--- src/rtl/mul_sequencer_if.sv ---
// Handshake and shared-ALU bundle between the
// pipeline control and the MUL sequencer.
interface mul_sequencer_if #(
  parameter int N = 64
);
  logic         start;
  logic [N-1:0] multiplicand;
  logic [N-1:0] multiplier;
  logic [N-1:0] aluResult;
  logic         busy;
  logic         done;
  logic [N-1:0] product;
  logic         aluOwn;
  logic         AluSrc;
  logic [3:0]   AluControl;
  logic [N-1:0] aluA;
  logic [N-1:0] aluB;

  modport master (
    output start,
    output multiplicand,
    output multiplier,
    output aluResult,
    input  busy,
    input  done,
    input  product,
    input  aluOwn,
    input  AluSrc,
    input  AluControl,
    input  aluA,
    input  aluB
  );

  modport slave (
    input  start,
    input  multiplicand,
    input  multiplier,
    input  aluResult,
    output busy,
    output done,
    output product,
    output aluOwn,
    output AluSrc,
    output AluControl,
    output aluA,
    output aluB
  );
endinterface

--- src/rtl/mul_sequencer.sv ---
// Shift-and-add MUL controller that borrows the
// execute-stage ALU for one ADD per multiplier bit.
module mul_sequencer #(
  parameter int N = 64
) (
  input  logic          clk,
  input  logic          reset,
  mul_sequencer_if.slave bus
);
  localparam int CW = $clog2(N);

  typedef enum logic [1:0] {
    IDLE,
    RUN,
    DONE
  } state_t;

  state_t         state;
  state_t         state_nx;
  logic [N-1:0]   acc;
  logic [N-1:0]   mcand;
  logic [N-1:0]   mplier;
  logic [N-1:0]   product_q;
  logic [CW-1:0]  cnt;
  logic [N-1:0]   mplier_sh;
  logic           last;

  assign mplier_sh = mplier >> 1;
  // Stop early once no set bits remain
  assign last = (mplier_sh == '0) ||
                (cnt == CW'(N - 1));

  always_ff @(posedge clk) begin
    if (reset) begin
      state     <= IDLE;
      acc       <= '0;
      mcand     <= '0;
      mplier    <= '0;
      cnt       <= '0;
      product_q <= '0;
    end else begin
      state <= state_nx;
      unique case (state)
        IDLE: begin
          if (bus.start) begin
            mcand  <= bus.multiplicand;
            mplier <= bus.multiplier;
            acc    <= '0;
            cnt    <= '0;
            if (bus.multiplier == '0)
              product_q <= '0;
          end
        end
        RUN: begin
          acc    <= bus.aluResult;
          mcand  <= mcand << 1;
          mplier <= mplier_sh;
          cnt    <= cnt + CW'(1);
          if (last)
            product_q <= bus.aluResult;
        end
        default: begin
        end
      endcase
    end
  end

  always_comb begin
    state_nx       = state;
    bus.busy       = 1'b0;
    bus.done       = 1'b0;
    bus.aluOwn     = 1'b0;
    bus.AluSrc     = 1'b0;
    bus.AluControl = 4'b0000;
    bus.aluA       = '0;
    bus.aluB       = '0;
    unique case (state)
      IDLE: begin
        if (bus.start)
          state_nx = (bus.multiplier == '0) ?
                     DONE : RUN;
      end
      RUN: begin
        bus.busy       = 1'b1;
        bus.aluOwn     = 1'b1;
        bus.AluControl = 4'b0010;
        bus.aluA       = acc;
        bus.aluB       = mplier[0] ? mcand : '0;
        if (last)
          state_nx = DONE;
      end
      DONE: begin
        bus.busy = 1'b1;
        bus.done = 1'b1;
        state_nx = IDLE;
      end
      default: begin
        state_nx = IDLE;
      end
    endcase
  end

  assign bus.product = product_q;
endmodule

--- src/flat_wrapper.sv ---
// flat-port wrapper written by rule: the top's interface ports become plain ports
module mul_sequencer_flat 
#(
  parameter int N = 64
)
  (clk, reset, bus_start, bus_multiplicand, bus_multiplier, bus_aluResult, bus_busy, bus_done, bus_product, bus_aluOwn, bus_AluSrc, bus_AluControl, bus_aluA, bus_aluB);
  mul_sequencer_if #(.N(N)) bus_i ();
  input  logic clk;
  input  logic reset;
  input wire logic [$bits(bus_i.start)-1:0] bus_start;
  input wire logic [$bits(bus_i.multiplicand)-1:0] bus_multiplicand;
  input wire logic [$bits(bus_i.multiplier)-1:0] bus_multiplier;
  input wire logic [$bits(bus_i.aluResult)-1:0] bus_aluResult;
  output wire logic [$bits(bus_i.busy)-1:0] bus_busy;
  output wire logic [$bits(bus_i.done)-1:0] bus_done;
  output wire logic [$bits(bus_i.product)-1:0] bus_product;
  output wire logic [$bits(bus_i.aluOwn)-1:0] bus_aluOwn;
  output wire logic [$bits(bus_i.AluSrc)-1:0] bus_AluSrc;
  output wire logic [$bits(bus_i.AluControl)-1:0] bus_AluControl;
  output wire logic [$bits(bus_i.aluA)-1:0] bus_aluA;
  output wire logic [$bits(bus_i.aluB)-1:0] bus_aluB;
  assign bus_i.start = bus_start;
  assign bus_i.multiplicand = bus_multiplicand;
  assign bus_i.multiplier = bus_multiplier;
  assign bus_i.aluResult = bus_aluResult;
  assign bus_busy = bus_i.busy;
  assign bus_done = bus_i.done;
  assign bus_product = bus_i.product;
  assign bus_aluOwn = bus_i.aluOwn;
  assign bus_AluSrc = bus_i.AluSrc;
  assign bus_AluControl = bus_i.AluControl;
  assign bus_aluA = bus_i.aluA;
  assign bus_aluB = bus_i.aluB;
  mul_sequencer #(.N(N)) u_core (.clk(clk), .reset(reset), .bus(bus_i));
endmodule
--- config.mk ---
export PLATFORM = sky130hd
export DESIGN_NAME = mul_sequencer_flat
export DESIGN_NICKNAME = d
export VERILOG_FILES = /design/src/rtl/mul_sequencer_if.sv /design/src/rtl/mul_sequencer.sv /design/src/flat_wrapper.sv
export SDC_FILE = /design/constraint.sdc
export NUM_CORES = 1
export LEC_CHECK = 0
export BUFFER_PORTS_ARGS = -buffer_cell sky130_fd_sc_hd__buf_2
export CORE_MARGIN = 2
export CORE_UTILIZATION = 50
export CTS_CLUSTER_DIAMETER = 120
export DETAILED_ROUTE_END_ITERATION = 6
export GPL_TIMING_DRIVEN = 1
export PLACE_DENSITY_LB_ADDON = 0.25
export RECOVER_POWER = 50
export SLEW_MARGIN = 20
export SYNTH_ARGS = -nofsm -noshare
export SYNTH_HDL_FRONTEND = slang
export SYNTH_SLANG_ARGS = --single-unit
--- constraint.sdc ---
create_clock -name clk -period 2.8 [get_ports clk]
set_input_delay 0.56 -clock clk [delete_from_list [all_inputs] [get_ports clk]]
set_output_delay 0.56 -clock clk [all_outputs]
set_load 0.02 [all_outputs]
Word level (Yosys, flattened, before mapping)
Index checks and enable logic that the tools add are counted.

Add/subtract/negate cells: 1. Equality and inequality tests: 6. Multiplexer cells: 23. Reduce and logical (&&, ||, !) cells: 9.

Operators with widths (number): 2-to-1 mux 64 bit (9); case mux 64 bit (2 select lines) (4); logical NOT 64 bit (2); case mux 6 bit (2 select lines) (1); 2-to-1 mux 2 bit (4); adder 6 x 1 -> 6 bit, second input constant (1); == test 6 bit, second input constant (1); 2-to-1 mux 6 bit (1); != test 2 x 1 -> 1 bit, second input constant (2); case mux 2 bit (2 select lines) (1); AND reduction 2 bit (2); AND reduction 4 bit (1); 2-to-1 mux 1 bit (3); == test 2 x 1 -> 1 bit, second input constant (1); == test 2 bit, second input constant (1); logical NOT 2 bit (1); != test 2 bit, second input constant (1); nonzero test 2 bit (1); OR reduction 2 bit (1); logical OR 1 bit (1).

Register bits after elaboration: 264. Input port bits: 195. Logic and storage cells: 45.

Depth between registers and ports, before layout
Gate-level depths: netlist of run 1.

Word-level depth: 4. Gate-level depth with buffers: 9. Depth with buffers taken out: 7.

Worst setup path before layout of run 1
Ideal clock, no wire load.

Path type: register -> output. Start: register u_core.state[1]. End: output port bus_aluB[0]. Data arrival time: 1.939 ns. Data required time: 2.240 ns. Slack: 0.301 ns. Stages on the path, launching flop included: 7. Path buffers: 3. Cells stage by stage: dfxtp_1 -> inv_1 -> ha_1 -> clkbuf_1 -> clkbuf_1 -> buf_1 -> and3_1.

Word-level cells in the longest chain between the ends: 2.

RTL lines: start, declared (line mul_sequencer.sv:18) `state_t state;`; start signal, assigned (line mul_sequencer.sv:42) `state <= state_nx;`; == test 2 x 1 -> 1 bit (line mul_sequencer.sv:77) `unique case (state)`; 2-to-1 mux 64 bit (line mul_sequencer.sv:77); end, declared (line flat_wrapper.sv:21) `output wire logic [$bits(bus_i.aluB)-1:0] bus_aluB;`.

Every way passes these cells.

Final worst setup path of run 1
Start: register u_core.state[1]. End: output port bus_aluA[50].

Word-level cells in the longest chain between the ends: 2.

RTL lines: == test 2 x 1 -> 1 bit (line mul_sequencer.sv:77); 2-to-1 mux 64 bit (line mul_sequencer.sv:77); end, declared (line flat_wrapper.sv:20) `output wire logic [$bits(bus_i.aluA)-1:0] bus_aluA;`.

Every way passes these cells.

==> results of run 1 <==
worst min-delay path by stage:
stage,from,endpoint,slack [ns]
detailed placement,u_core.bus.product[31],u_core.bus.product[31],0.44
floorplan,u_core.state[1],u_core.state[1],0.45
global placement,u_core.bus.product[3],u_core.bus.product[3],0.43
CTS,bus_aluResult[8],u_core.acc[8],0.25
finish,bus_aluResult[8],u_core.acc[8],0.27
global route,bus_aluResult[57],u_core.acc[57],0.27
synth_stat cells, types with 2 or more instances:
master	instances
dfxtp_1	264
nor2_1	197
clkbuf_1	107
nand2_1	69
a22oi_1	67
nor3_1	67
a21oi_1	66
and2_1	65
mux2i_1	65
nand3_1	65
a211oi_1	64
and3_1	64
o22ai_1	63
nor4_1	31
nand4_1	10
buf_1	9
buf_4	6
buf_6	6
ha_1	4
buf_2	3
inv_1	3
xor2_1	3
nor4_2	2
o21ai_0	2
o221ai_1	2
kinds of logic (layout without fill, tap and decap cells):
group           Yosys count  count (layout)  share of synthesized area
fa+ha+maj                 4               4                    0.00450
xor+xnor                  3               3                    0.00236
other cells               1              10                   0.000337
mux                      66              66                     0.0595
flops                   264             264                      0.475
simple gates            574             574                      0.249
buf+inv                 134             471                     0.0516
compound gates          266             266                      0.157
cell type report:
type	count	area [sq um]
Clock inverter	8	75.1
Timing Repair Buffer	417	2230
Clock buffer	43	848
Tap cell	280	350
Sequential cell	264	5290
Antenna cell	6	15.0
Inverter	3	11.3
Fill cell	1920	7680
Multi-Input combinational cell	917	5320
stage by stage:
stage | area (sq um) | instances
global route | 14100 | 1937
CTS | 14300 | 1931
global placement | 13300 | 1880
floorplan | 11100 | 1315
finish | 14100 | 1938
detailed placement | 13300 | 1880
tightest hold or removal path, stage by stage:
cell and delay, ns:
buf_2 0.09, a22oi_1 0.06, nor2_1 0.07
power breakdown:
| part | total, W | internal (W) | leakage [nW] | switching (W) |
|---|---|---|---|---|
| Combinational | 0.00493 | 0.00184 | 3.56 | 0.00309 |
| Clock | 0.00368 | 0.00217 | 0.455 | 0.00150 |
| Sequential | 0.00529 | 0.00465 | 2.16 | 0.000634 |
| Total | 0.0139 | 0.00867 | 6.18 | 0.00522 |
flip-flops by register name, summed over array words and instances, names as in the netlist:
signal / cells
u_core.mcand: 64
u_core.cnt: 6
u_core.state: 2
u_core.acc: 64
u_core.mplier: 64
u_core.bus.product: 64
layer usage:
layer | routed length [um] | global-route usage | vias to the layer above
met5 | 13 | 0 | -
met4 | 1300 | 0.109 | 2
met3 | 2660 | 0.0510 | 82
met2 | 15900 | 0.442 | 482
met1 | 14100 | 0.353 | 5170
li1 | - | - | 5354
==> metrics.txt, run 1 <==
Total Power 0.0139 W; Final nets approximately 1800; H-tree levels 1; Yosys reg bits roughly 260; Die Y about 150 um; Netlist Area Pre-Place roughly 11000 sq um; synthesized instance count about 1300; HP Class input port to flip-flop; clock transition at the registers of the reported paths approximately 0.06 ns; EDFF count, synth 0; DRT Pass-1 Iters 5; warnings from Yosys 0; Ports between 300 and 400; antenna violations before repair 7; Detail Placement HPWL 22.7 mm; kind of cell with the highest combined delay on the critical path buffers and inverters; crit-path max FO 55; Routed wire per std cell roughly 18 um; Pleak 6.18 nW; PwrDens between 900 and 1000 nW/um^2; starting density of the core 0.510; final-report setup violation count 0; CTS root buf clkbuf_16; post_cts resized 0; R2R setup slack around 0.27 ns; initial DRC count 792; fin. max-slew vios 0; core area ~22000 sq um; Max IR drop VDD ~670 uV; Slew @ Worst Pin roughly 0.81 ns; Stages on worst setup path 5; Setup crit end bus_aluA[50]; ranking of synthesized cells by area dfxtp_1 (47%), nor2_1 (6.6%), mux2i_1 (5.8%); dominant synthesized flop cell dfxtp_1; reg2reg path depth 7; Avg Cell Area, Syn 8.48 sq um; via count 11090; proportion of layout cells with a drive suffix above 1 0.242; drt total wl roughly 34 mm; RR Startpoint u_core.state[1]; Die ar. about 23000 sq um; Crit Path Class flip-flop to primary output; most common cell after layout, fill and taps aside buf_2; Synth top area share 0.475; CTS hold repair buffers 0; Final Hold Viols 0; Max Clock Skew between 0.02 and 0.025 ns; GRT overflow 0; max_slew headroom 0.463; CP cell instances inv_1, ha_4, buf_12, and2_1, buf_2; Worst Setup SP u_core.state[1]; number of cells on the worst hold path 3; minimum clock period roughly 2.6 ns; post-CTS setup buffers 0; max_cap viols 0; Clock Latency Late Sink around 0.55 ns; remaining design rule violation count 0; Tot GR Track Use 0.270; largest net degree at the start of global routing 93; Final Util 0.648; status completed; Setup TNS Final 0 ns; RePlAce Congestion 0.856; WP data arrival 2.03 ns; WHS roughly 0.27 ns; Critical Path RT between 2 and 2.5 ns; sequential area share after synthesis 0.475; CTS Buf Count 29; CTS tree built; Sink Count around 260; RSZ-0062 raised after global routing false; Yosys cell types 33; Critical Path Max Stage Delay between 0.3 and 0.4 ns; master of the slowest instance on the critical path ha_4; vias in the first global route slightly above 10000; Layout area overhead 27.1%; Buf/Inv on CP 3; Chip Width 153 um; commonest non-fill, non-tap cells in the layout buf_2 (323), dfxtp_1 (264), nor2_1 (197); PortBufs between 300 and 400; maximum clock rate 386 MHz; ys async rst share 0; setup slack at placement between 0.1 and 0.15 ns; cell taking the most area after synthesis dfxtp_1; first-pass GRT wire length 53.2 mm; Vias/cell around 5.7; FF-to-FF End u_core.acc[45]; row cnt between 50 and 60; final worst-path cycle share 0.925; crit end category primary output; PnR worst setup slack around 0.21 ns; Clock Path Buffers 3; Final ANT Viol Nets 0; critical path startpoint category flip-flop
Power figures use the tool's default switching activity.
==> run 2: changes to the inputs <==
--- a/config.mk
+++ b/config.mk
@@ -6,10 +6,10 @@
 export NUM_CORES = 1
 export LEC_CHECK = 0
 export BUFFER_PORTS_ARGS = -buffer_cell sky130_fd_sc_hd__buf_2
-export CORE_MARGIN = 2
-export CORE_UTILIZATION = 50
+export CORE_AREA = 2 2 153 155
 export CTS_CLUSTER_DIAMETER = 120
 export DETAILED_ROUTE_END_ITERATION = 6
+export DIE_AREA = 0 0 155 157
 export GPL_TIMING_DRIVEN = 1
 export PLACE_DENSITY_LB_ADDON = 0.25
 export RECOVER_POWER = 50
==> run 2 against run 1 <==
Against the previous run:
- register-to-register slack lost 0.02 ns
- first-iteration DRC count grew 13%
- sequential cell count is the same
- die area grew 3.7%
- design area shrank 0.64%
- sequential power is essentially flat
- fmax shrank 0.17%
- clock power shrank 2%
- global-route usage shrank 0.31 points
- utilization shrank 2.4 points
- largest power group unchanged
==> metrics.txt, run 2 (same netlist as run 1, synthesis figures left out) <==
via count roughly 11000; fillers 2043; min-delay src bus_multiplicand[0]; Die ar. between 20000 and 25000 sq um; antenna violations before repair 5; PwrDens between 900 and 1000 nW/um^2; final worst-path cycle share 0.927; Sequential Area about 5300 sq um; GRT overflow 0; crit end category primary output; Critical Path RT 2.24 ns; setup slack at placement -0.0427 ns; Ports about 400; Clock Path Buffers 3; Tot GR Track Use 0.267; Max IR drop VDD between 500 and 600 uV; vias in the first global route slightly above 10000; area of the multi-input gates around 5300 sq um; clock transition at the registers of the reported paths approximately 0.06 ns; post_cts resized 0; Max Clock Skew 0.0239 ns; initial DRC count ~890; Final nets about 1800; Pleak between 6 and 7 nW; proportion of layout cells with a drive suffix above 1 0.240; RSZ-0062 raised after global routing false; Die Y 157 um; commonest non-fill, non-tap cells in the layout buf_2 (323), dfxtp_1 (264), nor2_1 (197); max_cap viols 0; Routed wire per std cell 17.7 um; PnR worst setup slack ~0.21 ns; drt total wl roughly 34 mm; Sink Count 264; PortBufs 390; largest net degree at the start of global routing 119; most common cell after layout, fill and taps aside buf_2; maximum clock rate approximately 390 MHz; core area 22500 sq um; DRT Pass-1 Iters 6; row cnt between 50 and 60; Final Util 0.624; Chip Width between 150 and 200 um; Slew @ Worst Pin ~1 ns; CTS Buf Count 28; Worst Setup SP u_core.state[0]; Vias/cell between 5 and 6; Total Power around 0.014 W; RR Startpoint u_core.state[0]; Final ANT Viol Nets 0; Detail Placement HPWL between 20 and 25 mm; remaining design rule violation count 0; max_slew headroom 0.329; post-CTS setup buffers 0; WP data arrival approximately 2.0 ns; Final Hold Viols 0; RePlAce Congestion around 0.84; CTS hold repair buffers 0; Clock Latency Late Sink approximately 0.54 ns; starting density of the core 0.495; H-tree levels 1; Crit Path Class flip-flop to primary output; Layout area overhead 26.3%; crit-path max FO 88; CTS root buf clkbuf_16; HP Class input port to flip-flop; critical path startpoint category flip-flop; CTS tree built; final-report setup violation count 0; first-pass GRT wire length around 54 mm; minimum clock period 2.59 ns; status completed; fin. max-slew vios 0
-- run 2: cell types whose count changed in the layout (fill, tap and decap cells not counted), moves of 2 or more --
cell,before,now
buf_4,7,10
diode_2,6,4
buf_12,13,8
clkinv_2,4,6
-- run 2: layout make-up --
class / instances / share of cell area
multi-input combinational: 917 / 0.380
sequential: 264 / 0.376
timing repair buffer: 413 / 0.153
tap: 285 / 0.0254
antenna: 4 / 0.000712
clock inverter: 8 / 0.00490
clock buffer: 43 / 0.0597
inverter: 3 / 0.000801
-- run 2: stage by stage --
step	cell area (sq um)	instances	hold WS, ns	TNS, ns
floorplan	11100	1315	0.449	0
global placement	13300	1882	0.435	0
detailed placement	13300	1882	0.442	-0.793
CTS	14200	1933	0.253	0
global route	14000	1935	0.280	0
finish	14100	1937	0.270	0
-- run 2: final timing paths --
kind	end	slack, ns	cells after the start
worst max register to register	u_core.mcand[19]	0.25	6
worst max-delay path	bus_aluA[26]	0.21	4
worst min register to register	u_core.bus.product[32]	0.45	2
worst min-delay path	u_core.mcand[0]	0.27	3
-- run 2: power breakdown --
part	internal (W)	switching [W]	leakage, nW
clock network	0.00215	0.00147	0.452
logic	0.00177	0.00308	3.52
registers	0.00465	0.000642	2.16
-- run 2: critical path, stage by stage, from the launching register on --
cell and delay (ns):
dfxtp_1 0.42, ha_4 0.31, buf_12 0.33, and2_1 0.22
buf_2 0.19
-- run 2: layer usage --
| layer | GRT usage | vias up | wire, um |
|---|---|---|---|
| met5 | 0 | - | 0 |
| met4 | 0.0939 | 0 | 1040 |
| met3 | 0.0523 | 74 | 2680 |
| met2 | 0.438 | 454 | 16200 |
| met1 | 0.352 | 5182 | 14400 |
| li1 | - | 5334 | - |
==> run 3: changes to the inputs <==
--- a/config.mk
+++ b/config.mk
@@ -5,7 +5,7 @@
 export SDC_FILE = /design/constraint.sdc
 export NUM_CORES = 1
 export LEC_CHECK = 0
-export BUFFER_PORTS_ARGS = -buffer_cell sky130_fd_sc_hd__buf_2
+export BUFFER_PORTS_ARGS = -buffer_cell sky130_fd_sc_hd__buf_4
 export CORE_AREA = 2 2 153 155
 export CTS_CLUSTER_DIAMETER = 120
 export DETAILED_ROUTE_END_ITERATION = 6
==> run 3 against run 2 <==
Against the previous run:
- fmax is 1.4% lower
- utilization is 3.8 points higher
- global-route usage is 0.082 points higher
- largest cell class unchanged
- power is 1.6% higher
- sequential power hardly changed
- critical path type unchanged
- die area stayed put
==> metrics.txt, run 3 (same netlist as run 1, synthesis figures left out) <==
Slew @ Worst Pin around 1.2 ns; critical path startpoint category flip-flop; Buf/Inv on CP 3; first-pass GRT wire length roughly 54 mm; via count around 11000; final worst-path cycle share 0.940; cell-internal power around 0.0088 W; final-report setup violation count 0; HP Class input port to flip-flop; PortBufs 390; Final nets 1828; switching power total a little over 0.005 W; most used cell, CP buf_4; kind of cell with the highest combined delay on the critical path buffers and inverters; Logic pwr share 0.356; RSZ-0062 raised after global routing false; DRT Pass-1 Iters 5; Sink Count 264; most common cell after layout, fill and taps aside buf_4; Crit Path Class flip-flop to primary output; Clock Path Buffers 3; RePlAce Congestion ~0.86; Clock Latency Late Sink 0.53 ns; Die ar. 24300 sq um; Routed wire per std cell around 18 um; Switching Share 0.371; Pleak 6.31 nW; Chip Width 155 um; PwrDens approximately 940 nW/um^2; remaining design rule violation count 0; vias in the first global route 10177; Setup TNS Final 0 ns; crit-path max FO 42; post-CTS setup buffers 0; WP data arrival 2.07 ns; max_cap viols 0; Tot GR Track Use 0.268; minimum clock period 2.63 ns; CTS root buf clkbuf_16; Die Y around 160 um; CP cell instances inv_1, ha_4, buf_4, and2_1, buf_4; GRT overflow 0; Vias/cell approximately 5.7; post_cts resized 0; clock transition at the registers of the reported paths about 0.06 ns; crit end category primary output; Detail Placement HPWL between 20 and 25 mm; R2R setup slack approximately 0.22 ns; Antenna Cells 0; Ports around 400; starting density of the core 0.495; core area between 20000 and 25000 sq um; row cnt 55; CTS Buf Count 28; max_slew headroom 0.172; master of the slowest instance on the critical path buf_4; Critical Path Max Stage Delay around 0.48 ns; proportion of layout cells with a drive suffix above 1 0.243; commonest non-fill, non-tap cells in the layout buf_4 (337), dfxtp_1 (264), nor2_1 (197); antenna violations before repair 0; CTS tree built; initial DRC count between 800 and 900; fillers between 1500 and 2000; Final Hold Viols 0; CTS hold repair buffers 0; maximum clock rate 380 MHz; Max IR drop VDD just over 500 uV; status completed; Max Clock Skew ~0.016 ns; WHS around 0.28 ns; Seq pwr share 0.378; Layout area overhead 33.9%; Final ANT Viol Nets 0; H-tree levels 1; Critical Path RT 2.24 ns; drt total wl between 30 and 40 mm; largest net degree at the start of global routing approximately 130; fin. max-slew vios 0; Clock Power Share 0.266
==> run 3: through the flow <==
step | total power [W] | std cells | utilization | setup WS, ns | cell area [sq um]
floorplan | 0.00878 | 1315 | - | 0.301 | 11100
global placement | 0.0103 | 1884 | 0.633 | 0.193 | 14200
detailed placement | 0.0104 | 1884 | 0.633 | 0.0712 | 14200
CTS | 0.0141 | 1934 | 0.675 | 0.147 | 15200
global route | 0.0148 | 1934 | 0.662 | 0.0504 | 14900
finish | 0.0140 | 1934 | 0.662 | 0.169 | 14900
==> run 3: cell type report <==
cell class | count | area, sq um | share of cell area
clock inverters | 10 | 111 | 0.00748
clock buffers | 40 | 827 | 0.0555
multi-input cells | 917 | 5330 | 0.358
repair buffers | 415 | 2970 | 0.199
inverters | 3 | 11.3 | 0.000756
well taps | 285 | 357 | 0.0239
flip-flops and latches | 264 | 5290 | 0.355
==> run 3: power groups by stage <==
stage	clock (W)	combinational (W)	sequential (W)
2_1_floorplan	0	0.00356	0.00522
3_3_place_gp	0	0.00495	0.00531
3_5_place_dp	0	0.00503	0.00534
4_1_cts	0.00378	0.00505	0.00527
5_1_grt	0.00394	0.00545	0.00539
6_report	0.00372	0.00497	0.00529
==> run 3: routing by layer <==
metal / GRT usage / wire [um] / up-vias
li1: - / - / 5320
met1: 0.342 / 14200 / 5140
met2: 0.447 / 16800 / 450
met3: 0.0540 / 2620 / 81
met4: 0.103 / 1340 / 0
met5: 0 / 0 / -
==> run 3: worst paths after layout <==
| check | startpoint | to | depth (start not counted) |
|---|---|---|---|
| min reg2reg | u_core.bus.product[8] | u_core.bus.product[8] | 2 |
| min | bus_aluResult[23] | u_core.acc[23] | 3 |
| max | u_core.state[1] | bus_aluA[47] | 5 |
| max reg2reg | u_core.mplier[46] | u_core.bus.product[28] | 8 |
==> run 3: worst reg2reg max path: stages (launching register included) <==
cell and delay, ns:
dfxtp_1 0.34, nor4_1 0.33, nand4_1 0.22, nor4_1 0.55, clkbuf_1 0.25, o221ai_4 0.11
buf_4 0.35, nand2_1 0.23, a21oi_1 0.07
